[src/rtl/seq_data_compare.sv]
// seq_data_compare: multi-cycle magnitude comparator, SLICE bits per clock, MSB first.
// Result encoding on oData: [2]=A>B, [1]=A<B, [0]=A=B.
// Optional macro SEQ_DATA_COMPARE_SIGNED_EN adds an iSigned input for two's-complement compares.
module seq_data_compare #(
   parameter int unsigned WIDTH      = 16,
   parameter int unsigned SLICE      = 4,
   parameter int unsigned EARLY_EXIT = 1
) (
   input  logic             iClk,
   input  logic             iRst,
   input  logic             iStart,
   input  logic [WIDTH-1:0] iData_a,
   input  logic [WIDTH-1:0] iData_b,
`ifdef SEQ_DATA_COMPARE_SIGNED_EN
   input  logic             iSigned,
`endif
   output logic             oBusy,
   output logic             oDone,
   output logic [2:0]       oData
);

   localparam int unsigned NSLICE = WIDTH / SLICE;
   localparam int unsigned IDXW   = (NSLICE > 1) ? $clog2(NSLICE) : 1;
   localparam logic [2:0]  RES_GT = 3'b100;
   localparam logic [2:0]  RES_LT = 3'b010;
   localparam logic [2:0]  RES_EQ = 3'b001;

   typedef enum logic {IDLE, RUN} state_t;

   state_t            state_q, state_n;
   logic [IDXW-1:0]   idx_q, idx_n;
   logic [WIDTH-1:0]  a_q, a_n, b_q, b_n;
   logic              diff_q, diff_n;
   logic              gt_q, gt_n;
   logic              busy_n, done_n;
   logic [2:0]        data_n;
   logic [SLICE-1:0]  sa, sb;
   logic              neq, gt_now;
`ifdef SEQ_DATA_COMPARE_SIGNED_EN
   logic              sgn_q, sgn_n;
`endif

   // Select the current slice of both operands; in signed mode the sign bit is flipped on the top slice
   always_comb begin
      sa = SLICE'(a_q >> (int'(idx_q) * SLICE));
      sb = SLICE'(b_q >> (int'(idx_q) * SLICE));
`ifdef SEQ_DATA_COMPARE_SIGNED_EN
      if (sgn_q && (idx_q == IDXW'(NSLICE - 1))) begin
         sa[SLICE-1] = ~sa[SLICE-1];
         sb[SLICE-1] = ~sb[SLICE-1];
      end
`endif
      neq    = (sa != sb);
      gt_now = (sa > sb);
   end

   // Next-state and next-output logic
   always_comb begin
      state_n = state_q;
      idx_n   = idx_q;
      a_n     = a_q;
      b_n     = b_q;
      diff_n  = diff_q;
      gt_n    = gt_q;
      busy_n  = oBusy;
      done_n  = 1'b0;
      data_n  = oData;
`ifdef SEQ_DATA_COMPARE_SIGNED_EN
      sgn_n   = sgn_q;
`endif
      case (state_q)
         IDLE: begin
            if (iStart) begin
               a_n     = iData_a;
               b_n     = iData_b;
               idx_n   = IDXW'(NSLICE - 1);
               diff_n  = 1'b0;
               gt_n    = 1'b0;
               busy_n  = 1'b1;
               state_n = RUN;
`ifdef SEQ_DATA_COMPARE_SIGNED_EN
               sgn_n   = iSigned;
`endif
            end
         end
         RUN: begin
            if (neq && (EARLY_EXIT != 0)) begin
               data_n  = gt_now ? RES_GT : RES_LT;
               done_n  = 1'b1;
               busy_n  = 1'b0;
               state_n = IDLE;
            end else if (idx_q == '0) begin
               // Last slice: the earliest recorded difference wins over this slice
               if (diff_q)
                  data_n = gt_q ? RES_GT : RES_LT;
               else if (neq)
                  data_n = gt_now ? RES_GT : RES_LT;
               else
                  data_n = RES_EQ;
               done_n  = 1'b1;
               busy_n  = 1'b0;
               state_n = IDLE;
            end else begin
               idx_n = idx_q - IDXW'(1);
               if (neq && !diff_q) begin
                  diff_n = 1'b1;
                  gt_n   = gt_now;
               end
            end
         end
         default: state_n = IDLE;
      endcase
   end

   // State, operand and output registers
   always_ff @(posedge iClk or posedge iRst) begin
      if (iRst) begin
         state_q <= IDLE;
         idx_q   <= '0;
         a_q     <= '0;
         b_q     <= '0;
         diff_q  <= 1'b0;
         gt_q    <= 1'b0;
         oBusy   <= 1'b0;
         oDone   <= 1'b0;
         oData   <= 3'b000;
`ifdef SEQ_DATA_COMPARE_SIGNED_EN
         sgn_q   <= 1'b0;
`endif
      end else begin
         state_q <= state_n;
         idx_q   <= idx_n;
         a_q     <= a_n;
         b_q     <= b_n;
         diff_q  <= diff_n;
         gt_q    <= gt_n;
         oBusy   <= busy_n;
         oDone   <= done_n;
         oData   <= data_n;
`ifdef SEQ_DATA_COMPARE_SIGNED_EN
         sgn_q   <= sgn_n;
`endif
      end
   end

endmodule

[config.mk]
export PLATFORM = sky130hd
export DESIGN_NAME = seq_data_compare
export DESIGN_NICKNAME = d
export VERILOG_FILES = /design/src/rtl/seq_data_compare.sv
export SDC_FILE = /design/constraint.sdc
export NUM_CORES = 1
export LEC_CHECK = 0
export BUFFER_PORTS_ARGS = -buffer_cell sky130_fd_sc_hd__buf_2
export CAP_MARGIN = 30
export CELL_PAD_IN_SITES_DETAIL_PLACEMENT = 0
export CELL_PAD_IN_SITES_GLOBAL_PLACEMENT = 1
export CORE_MARGIN = 3
export CORE_UTILIZATION = 48
export DETAILED_ROUTE_END_ITERATION = 10
export PLACE_DENSITY = 0.85
export SLEW_MARGIN = 20
export SYNTH_ARGS = -nofsm -noshare
export SYNTH_HDL_FRONTEND = slang
export SYNTH_SLANG_ARGS = --single-unit
[constraint.sdc]
create_clock -name iClk -period 3.42 [get_ports iClk]
set_input_delay 0.684 -clock iClk [delete_from_list [all_inputs] [get_ports iClk]]
set_output_delay 0.684 -clock iClk [all_outputs]
set_load 0.05 [all_outputs]
# Word level (Yosys, flattened, before mapping)
# Index checks and enable logic that the tools add are counted.
[op_classes] magnitude_cmp=1 shift=2 n_reduce_logical=9 n_div=0 n_eq_ne=6 n_addsub=1 mul=0 muxes=29 n_bitwise=1
[op_table] op="$shr 16x4->4" n=2
[op_table] op="$mux 1" n=16
[op_table] op="$mux 3" n=5
[op_table] op="$pmux 1 s2" n=4
[op_table] op="$mux 2" n=3
[op_table] op="$ne 2x2->1 const B" n=3
[op_table] op="$reduce_and 2->1" n=3
[op_table] op="$gt 4x4->1" n=1
[op_table] op="$ne 4x4->1" n=1
[op_table] op="$pmux 2 s2" n=1
[op_table] op="$reduce_and 4->1" n=1
[op_table] op="$ne 3x1->1 const B" n=1
[op_table] op="$reduce_and 3->1" n=1
[op_table] op="$logic_not 2->1" n=1
[op_table] op="$ne 2x1->1 const B" n=1
[op_table] op="$reduce_bool 2->1" n=1
[op_table] op="$sub 2x1->2 const B" n=1
[op_table] op="$logic_and 1x1->1" n=1
[op_table] op="$logic_not 1->1" n=1
[op_table] op="$not 1->1" n=1
[word_totals] out_inout_bits=5 regBits=42 mem_bits_ro=0 mem_bits_rw=0 in_bits=35 wordCells=58 mem_count=0 latch_bits=0

# Depth between registers and ports, before layout
# Gate-level depths: netlist of run 1.
[logic_depth] depth_word=7 depth_mapped=7

# Worst setup path before layout of run 1
# No wires, ideal clock.
[synth_path] kind="reg2reg" from="register idx_q[0]" to="register idx_q[0]" setup_time_ns=0.079 required_ns=3.341 stages_incl_launch_ff=7 path_buffers=1 period_less_slack_ns=2.060 arrival_time_ns=1.980 path_slack_ns=1.360 cell_sequence="dfrtp_1 -> buf_6 -> mux4_2 -> ha_1 -> nand4_2 -> nor3b_2 -> mux2i_1"
[synth_via] elab_chain_len=4 word_cells_on_any_way=11
[synth_rtl] item="start: declaration" line="31" text="logic [IDXW-1:0] idx_q, idx_n;"
[synth_rtl] item="start signal: assignment" line="132" text="idx_q <= idx_n;"
[synth_rtl] item="$shr 16x4->4 (tied with other cells)" line="45" text="sa = SLICE'(a_q >> (int'(idx_q) * SLICE));"
[synth_rtl] item="$ne 4x4->1 / $mux 2 (equally long branches)" line="53, 92"
[synth_rtl] item="$ne 2x2->1 (no source line) / $mux 2 (equally long branches)"
[synth_rtl] item="$reduce_and 3->1 (no source line) / $pmux 2 s2 (equally long branches)"
# Several ways; a longest one is shown, not always the timed one. The select of a mux whose other input is x is not followed.
# A chain may end at the register's enable or synchronous reset.

# Final worst setup path of run 1
# Ends and elaborated chain as after synthesis.

==> flow_summary.yaml, run 1 <==
synthesis:
  synth-edff-count: 0
  synth_nets: 166
  synth_flop_cell: "dfrtp_1"
  ys_top_cells_by_area: "dfrtp_1 (53%), mux2_4 (11%), mux2_2 (10%), mux4_2 (9.0%), ha_1 (3.1%)"
  ys_seq_elements: 42
  synth_top_area_share: 0.526
  syn_area_um2: 2000
  avgSynthCellArea_um2: 15.8
  synth-seq-area-share: 0.526
  yosysMostFrequentCell: "dfrtp_1"
  synth_cell_types: 26
  yosysWarningCount: 0
  syn-instance-count: 126
  synth_common_cells: "dfrtp_1 (42), mux2_2 (18), mux2_4 (14)"
  yosys.area.top_type: "dfrtp_1"
  async_flop_share: 1.00
die:
  ioPinCount: 40
  die_h_um: 70.5
  die_w_um: 70.5
  coreArea_um2: 3830
  rows: 22
  die_area_um2: 4970
  start_util: 0.522
sta:
  skew_ns: 0.00455
  setup_tns_ns: 0
  tightest_slew_ns: 0.792
  hold_violations: 0
  clock.fmax_ghz: 0.408
  fin_ws_ns: 0.971
  fin_crit_ns: 2.45
  slew_violations: 0
  setup_viol: 0
  min_period_over_period: 0.716
  relSlewSlack: 0.471
  rsz0062_at_grt: "no"
min_path:
  worstHoldStart: "oData[1]$_DFFE_PP0P_"
  whs_endpoint: "oData[1]$_DFFE_PP0P_"
  whs_path_depth: 1
  min-delay-path-class: "flop to flop"
clocking:
  cts_buffers: 5
  cts.clk_slew.worst_paths_ns: 0.07
  htree_levels: 2
  insertion_delay_ns: 0.30
  cts_resized: 0
  cts_hold_buf: 0
  cts_tree: "done"
  clock-sinks: 42
  clk_path_buf_depth: 2
  root_buffer: "clkbuf_8"
  cts_setup_buffers: 0
place:
  gp_congestion: 0.718
  dp_slack_ns: 0.962
  dpl_cell_area_um2: 2220
  port_buffers: 39
  dp_cells: 209
  place_hpwl_mm: 2.56
final_layout:
  final_nets: 208
  fin_cells: 217
  drive_above_1_share: 0.562
  final_cell_area_um2: 2360
  antennaDiodeCount: 0
  fillers: 297
  area_growth_pct: 18.2
  fin_util: 0.617
global_routing:
  overflow: 0
  grt_pass1_vias: 1255
  antenna_found_initial: 0
  grt_start_max_net_pins: 24
  grt_pass1_wl_mm: 5.80
  track_usage: 0.151
detailed_routing:
  drc: 0
  wl_per_cell_um: 15.3
  vias_per_cell: 5.24
  first_pass_iters: 3
  num_vias: 1138
  drtAntennaViolNets: 0
  first_iter_violations: 31
  routed_wl_mm: 3.32
worst_setup_path:
  cp-end-kind: "flop"
  cp.required_ns: 3.63
  r2r_start: "idx_q[0]$_DFFE_PP0P_"
  r2r_cells: 5
  r2r_end: "idx_q[0]$_DFFE_PP0P_"
  crit_arrival_ns: 2.66
  crit_fanout: 11
  ff2ff_setup_slack_ns: 0.97
  cp-start-kind: "flop"
  worstSetupPathType: "flop to flop"
power_and_ir_drop:
  power_density_nw_per_um2: 806
  ir_drop_mv: 0.473
  leakage_uw: 0.00112
outcome:
  run_status: "finished clean"
job:
  drv_cap: 0
==> worst max path at each step <==
stage | slack (ns) | start | to
final | 0.97 | idx_q[0]$_DFFE_PP0P_ | idx_q[0]$_DFFE_PP0P_
after global routing | 0.78 | idx_q[0]$_DFFE_PP0P_ | idx_q[0]$_DFFE_PP0P_
after CTS | 0.95 | idx_q[0]$_DFFE_PP0P_ | idx_q[1]$_DFFE_PP0P_
after detailed placement | 0.96 | idx_q[0]$_DFFE_PP0P_ | idx_q[1]$_DFFE_PP0P_
after global placement | 1.04 | idx_q[0]$_DFFE_PP0P_ | idx_q[0]$_DFFE_PP0P_
after floorplan | 1.36 | idx_q[0]$_DFFE_PP0P_ | idx_q[0]$_DFFE_PP0P_
==> layer usage <==
metal / GRT usage / wire, µm / vias up
met3: 0.0619 / 209 / 4
met1: 0.195 / 1450 / 564
met2: 0.235 / 1620 / 30
li1: - / - / 540
met4: 0.0447 / 41 / 0
met5: 0 / 0 / -
==> flip-flops by register name, summed over array words and instances (netlist names) <==
register / cells
a_q: 16
b_q: 16
gt_q: 1
oBusy: 1
state_q: 1
oDone: 1
idx_q: 2
oData: 3
diff_q: 1
==> layout by cell type (no fill, tap or decap), drive strengths merged <==
master   synthesis  routed
dfrtp           42      42
nor2b            3       3
or2              1       1
clkbuf           0       6
mux2            32      32
buf              6      41
a21oi            1       1
a2111oi          1       1
o21ai            1       1
o32ai            2       2
o32a             1       1
nor3b            1       1
nor2             2       2
bufinv           0       2
nand2            1       1
nand4            1       1
a31oi            1       1
ha               5       5
mux2i            2       2
inv             10      10
nand2b           2       2
mux4             8       8
o21bai           1       1
o21a             2       2
==> where the power goes <==
group          switching [µW]  internal, µW  total [µW]
logic                     300           372         671
registers                98.2           660         758
clock network             161           311         472
total                     558          1340        1900
==> area by class of cell <==
type                    instances  area, µm²  area share
clock buffers                   6       82.6      0.0350
clock inverters                 2       60.1      0.0255
flip-flops and latches         42       1050       0.445
multi-input cells              68        858       0.364
well taps                      48       60.1      0.0255
repair buffers                 41        210      0.0891
inverters                      10       37.5      0.0159
==> critical path, stage by stage (launching register included) <==
cell     delay (ns)
dfrtp_1        0.71
mux4_2         0.57
ha_1           0.37
nand4_2        0.17
nor3b_2        0.33
mux2i_1        0.21
==> cells by family (layout without fill, tap and decap cells) <==
group / count (synthesis) / count (layout) / share of synthesized area
mux: 42 / 42 / 0.307
compound gates: 10 / 10 / 0.0470
fa+ha+maj: 5 / 5 / 0.0313
buf+inv: 16 / 59 / 0.0464
simple gates: 11 / 11 / 0.0420
flops: 42 / 42 / 0.526
==> per-stage QoR <==
| stage | hold slack (ns) | power [µW] |
|---|---|---|
| 2_1_floorplan | 0.475 | 1320 |
| 3_3_place_gp | 0.483 | 1420 |
| 3_5_place_dp | 0.489 | 1450 |
| 4_1_cts | 0.506 | 1920 |
| 5_1_grt | 0.518 | 2010 |
| 6_report | 0.501 | 1900 |
Note: power is estimated with default switching activity, not from simulation.
==> run 2, diff against run 1 <==
Settings changed: CORE_UTILIZATION 48 to 45, PLACE_DENSITY 0.85 to 0.81.
Clock period 3.42 ns to 2.5 ns, I/O delays scaled along.
==> run 2 against run 1 <==
  * Total power up 30%
  * First-iteration DRC count grew 52%
  * Non-clock buffer count grew 2
  * Critical path depth rose by 2
  * Wire length rose by 5.1%
  * Global-route usage up 0.37 points
  * Critical path type unchanged
  * Register-to-register slack worse by 0.76 ns
  * Clock skew grew 0.0021 ns
  * Sequential share of layout area about the same
  * Count of clock-buffer cells in the layout is 2 higher
  * Highest routed layer unchanged
  * Cell count is 1.8% higher
==> flow_summary.yaml, run 2 (synthesis gave the netlist of run 1 again) <==
job:
  drv_cap: 0
global_routing:
  track_usage: 0.155
  antenna_found_initial: 0
  grt_pass1_vias: 1295
  grt_use_met2: 0.255
  overflow: 0
  grt_util_met1: 0.196
  grt.busiest_layer: "met2"
  grt_start_max_net_pins: 43
  grtUsageMet3: 0.0482
  grt_pass1_wl_mm: 6.26
worst_setup_path:
  worstSetupPathType: "flop to flop"
  cp-end-kind: "flop"
  r2r_cells: 7
  cp-start-kind: "flop"
  crit_fanout: 7
  r2r_start: "idx_q[0]$_DFFE_PP0P_"
  ff2ff_setup_slack_ns: 0.21
  cp.required_ns: 2.72
  crit_arrival_ns: 2.51
  r2r_end: "idx_q[0]$_DFFE_PP0P_"
sta:
  min_period_over_period: 0.915
  whs_ns: 0.325
  fin_crit_ns: 2.29
  slew_violations: 0
  rsz0062_at_grt: "no"
  clock.fmax_ghz: 0.437
  hold_violations: 0
  setup_viol: 0
  setup_tns_ns: 0
  skew_ns: 0.00669
  relSlewSlack: 0.658
  tightest_slew_ns: 0.513
min_path:
  min-delay-path-class: "primary input to asynchronous set/reset pin"
detailed_routing:
  wl_per_cell_um: 15.8
  num_vias: 1159
  vias_per_cell: 5.24
  drtAntennaViolNets: 0
  drc: 0
  first_pass_iters: 4
  routed_wl_mm: 3.49
  first_iter_violations: 47
power_and_ir_drop:
  ir_drop_mv: 0.502
  leakage_uw: 0.00112
  power_density_nw_per_um2: 1050
final_layout:
  final_nets: 210
  most-common-layout-cells: "dfrtp_1 (42), buf_2 (39), mux2_2 (18), mux2_4 (14), inv_1 (10)"
  biggestRegsByFlops: "a_q: 16 flops, b_q: 16 flops, oData: 3 flops"
  layout_commonest_cell: "dfrtp_1"
  area_growth_pct: 18.0
  antennaDiodeCount: 0
  drive_above_1_share: 0.567
place:
  port_buffers: 39
  place_hpwl_mm: 2.66
  gp_congestion: 0.705
clocking:
  root_buffer: "clkbuf_8"
  clk_path_buf_depth: 2
  insertion_delay_ns: 0.29
  cts_resized: 0
  cts_tree: "done"
  cts_setup_buffers: 0
  htree_levels: 2
  cts.clk_slew.worst_paths_ns: 0.08
  cts_hold_buf: 0
  cts_buffers: 5
  clock-sinks: 42
die:
  start_util: 0.482
  coreArea_um2: 4140
  die_area_um2: 5270
  die_h_um: 72.6
  ioPinCount: 40
  die_w_um: 72.6
  rows: 23
outcome:
  run_status: "finished clean"
## run 2: worst max path at each step
| stage | from | end | slack [ns] | depth (start not counted) |
|---|---|---|---|---|
| after CTS | idx_q[0]$_DFFE_PP0P_ | idx_q[1]$_DFFE_PP0P_ | 0.18 | 7 |
| after global placement | idx_q[0]$_DFFE_PP0P_ | idx_q[0]$_DFFE_PP0P_ | 0.28 | 7 |
| after global routing | idx_q[0]$_DFFE_PP0P_ | idx_q[1]$_DFFE_PP0P_ | 0.01 | 7 |
| final | idx_q[0]$_DFFE_PP0P_ | idx_q[0]$_DFFE_PP0P_ | 0.21 | 7 |
| after detailed placement | idx_q[0]$_DFFE_PP0P_ | idx_q[1]$_DFFE_PP0P_ | 0.19 | 7 |
| after floorplan | idx_q[0]$_DFFE_PP0P_ | idx_q[0]$_DFFE_PP0P_ | 0.44 | 6 |
## run 2: layout make-up
| cell class | count | area (µm²) |
|---|---|---|
| flip-flops and latches | 42 | 1050 |
| multi-input cells | 68 | 858 |
| fillers | 360 | 1790 |
| repair buffers | 43 | 238 |
| clock buffers | 8 | 110 |
| well taps | 50 | 62.6 |
| inverters | 10 | 37.5 |
## run 2: critical path: stages, from the launching register on
cell,delay (ns)
dfrtp_1,0.51
buf_4,0.23
mux4_2,0.49
inv_1,0.07
ha_1,0.20
nand4_2,0.17
nor3b_2,0.32
mux2i_1,0.21
## run 2: routing by layer
metal	part of all wire	vias up
li1	-	541
met1	0.44	578
met2	0.49	33
met3	0.053	7
met4	0.014	0
met5	0	-
## run 2: power by group
part           switching (µW)  internal (µW)
combinational             417            522
sequential                135            903
clock                     220            279
## run 2: stage by stage
step / worst slack (ns) / total power (µW) / util / instances / area [µm²]
floorplan: 0.440 / 1800 / - / 126 / 2000
global placement: 0.278 / 1960 / 0.542 / 213 / 2250
finish: 0.213 / 2480 / 0.569 / 221 / 2360
global route: 0.0119 / 2630 / 0.569 / 221 / 2360
detailed placement: 0.188 / 2010 / 0.542 / 213 / 2250
CTS: 0.181 / 2520 / 0.569 / 221 / 2360
==> run 3, diff against run 2 <==
Settings changed: CORE_UTILIZATION 45 to 40, PLACE_DENSITY 0.81 to unset, PLACE_DENSITY_LB_ADDON set to 0.1.
Clock period 2.5 ns to 2 ns, I/O delays scaled along.
==> run 3 against run 2 <==
  * The run now ends with setup timing left
  * Count of clock-buffer cells in the layout decreased by 1
  * Clock skew decreased by 0.0010 ns
  * Sequential share of layout area decreased by 2.0 points
  * Setup slack got worse by 0.32 ns
  * Total power increased by 30%
  * Final area increased by 4.7%
  * Critical path type unchanged
  * Largest power group is now combinational cells
==> flow_summary.yaml, run 3 (synthesis gave the netlist of run 1 again) <==
outcome:
  run_status: "complete, but fails checks"
  violations: "setup timing"
final_layout:
  biggestRegsByFlops: "a_q: 16 flops, b_q: 16 flops, oData: 3 flops"
  most-common-layout-cells: "dfrtp_1 (42), buf_2 (39), mux2_2 (18), mux2_4 (14)"
  final_nets: 216
  fin_util: 0.516
  layout_commonest_cell: "dfrtp_1"
  area_growth_pct: 23.6
  drive_above_1_share: 0.614
  antennaDiodeCount: 0
worst_setup_path:
  cp-start-kind: "flop"
  crit_fanout: 5
  crit_arrival_ns: 2.32
  cp-end-kind: "flop"
  cp.required_ns: 2.21
  r2r_cells: 6
  worstSetupPathType: "flop to flop"
clocking:
  root_buffer: "clkbuf_8"
  htree_levels: 2
  clk_path_buf_depth: 2
  insertion_delay_ns: 0.29
  clock-sinks: 42
  cts_buffers: 5
  cts_hold_buf: 0
  cts_tree: "done"
  cts.clk_slew.worst_paths_ns: 0.07
power_and_ir_drop:
  comb_power_share: 0.440
  ir_drop_mv: 0.514
  power_density_nw_per_um2: 1300
  p_sw_frac: 0.324
  p_int_uw: 2170
  clockPowerShare: 0.157
  seq_power_share: 0.403
  p_total_uw: 3210
  switching_power_uw: 1040
  leakage_uw: 0.00113
min_path:
  min-delay-path-class: "primary input to asynchronous set/reset pin"
detailed_routing:
  first_pass_iters: 4
  drtAntennaViolNets: 0
  first_iter_violations: 36
  num_vias: 1152
  drc: 0
  vias_per_cell: 4.74
  wl_per_cell_um: 15.4
  routed_wl_mm: 3.73
sta:
  setup_viol: 6
  skew_ns: 0.00566
  relSlewSlack: 0.558
  hold_violations: 0
  slew_violations: 0
  fin_ws_ns: -0.109
  clock.fmax_ghz: 0.474
  min_period_over_period: 1.05
  fin_crit_ns: 2.11
  tightest_slew_ns: 0.663
  rsz0062_at_grt: "yes"
place:
  gp_congestion: 0.784
  port_buffers: 39
  place_hpwl_mm: 2.87
job:
  drv_cap: 0
global_routing:
  track_usage: 0.137
  grt_start_max_net_pins: 23
  grt_pass1_wl_mm: 6.21
  antenna_found_initial: 0
  overflow: 0
  grt_pass1_vias: 1247
die:
  die_w_um: 76.7
  coreArea_um2: 4790
  start_util: 0.417
  ioPinCount: 40
  rows: 25
  die_h_um: 76.7
  die_area_um2: 5880
[run 3: critical path, cell delays in order, from the launching register on]
cell	delay, ns
dfrtp_1	0.41
buf_12	0.13
mux4_2	0.53
ha_4	0.31
nand4_4	0.15
nor3b_4	0.28
mux2i_1	0.22
[run 3: worst paths after layout]
kind | slack (ns) | to | from
setup / recovery | -0.11 | idx_q[1]$_DFFE_PP0P_ | idx_q[0]$_DFFE_PP0P_
hold reg to reg | 0.51 | a_q[11]$_DFFE_PP0P_ | a_q[11]$_DFFE_PP0P_
hold / removal | 0.19 | b_q[3]$_DFFE_PP0P_ | iRst
min in group iClk | 0.34 | b_q[1]$_DFFE_PP0P_ | iData_b[1]
setup reg to reg | -0.11 | idx_q[1]$_DFFE_PP0P_ | idx_q[0]$_DFFE_PP0P_
max in group asynchronous | 1.16 | a_q[11]$_DFFE_PP0P_ | iRst
[run 3: layout make-up]
cell class | count | area (µm²)
Fill cell | 424 | 2320
Inverter | 10 | 37.5
Multi-Input combinational cell | 68 | 932
Sequential cell | 42 | 1050
Timing Repair Buffer | 49 | 287
Tap cell | 67 | 83.8
Clock buffer | 7 | 76.3
[run 3: what timing repair did]
item                                    in CTS  in global routing
endpoints found under the setup margin       6                  8
resized for setup                            3                  4
buffers inserted                             0                  0
pin swaps                                    0                  4
[run 3: per-stage QoR]
stage               setup TNS, ns  worst slack, ns  instances  hold slack [ns]  area [µm²]
floorplan                 -0.0174         -0.00870        126            0.475        2060
global placement           -0.176          -0.0656        236            0.486        2370
detailed placement         -0.359           -0.111        236            0.495        2370
CTS                        -0.466           -0.116        243            0.211        2460
global route                -1.06           -0.226        243            0.252        2470
finish                     -0.364           -0.109        243            0.193        2470
[run 3: layer usage]
metal	GRT usage	vias up	wire, µm
met3	0.0387	4	159
met4	0.0489	0	42
met5	0	-	0
li1	-	551	-
met2	0.219	28	1860
met1	0.180	569	1670
[run 3: power by group through the flow]
stage          Sequential [µW]  Combinational [µW]  Clock (µW)
6_report                  1290                1410         502
2_1_floorplan             1370                1040           0
3_3_place_gp              1310                1350           0
3_5_place_dp              1310                1400           0
5_1_grt                   1340                1520         555
4_1_cts                   1300                1430         524
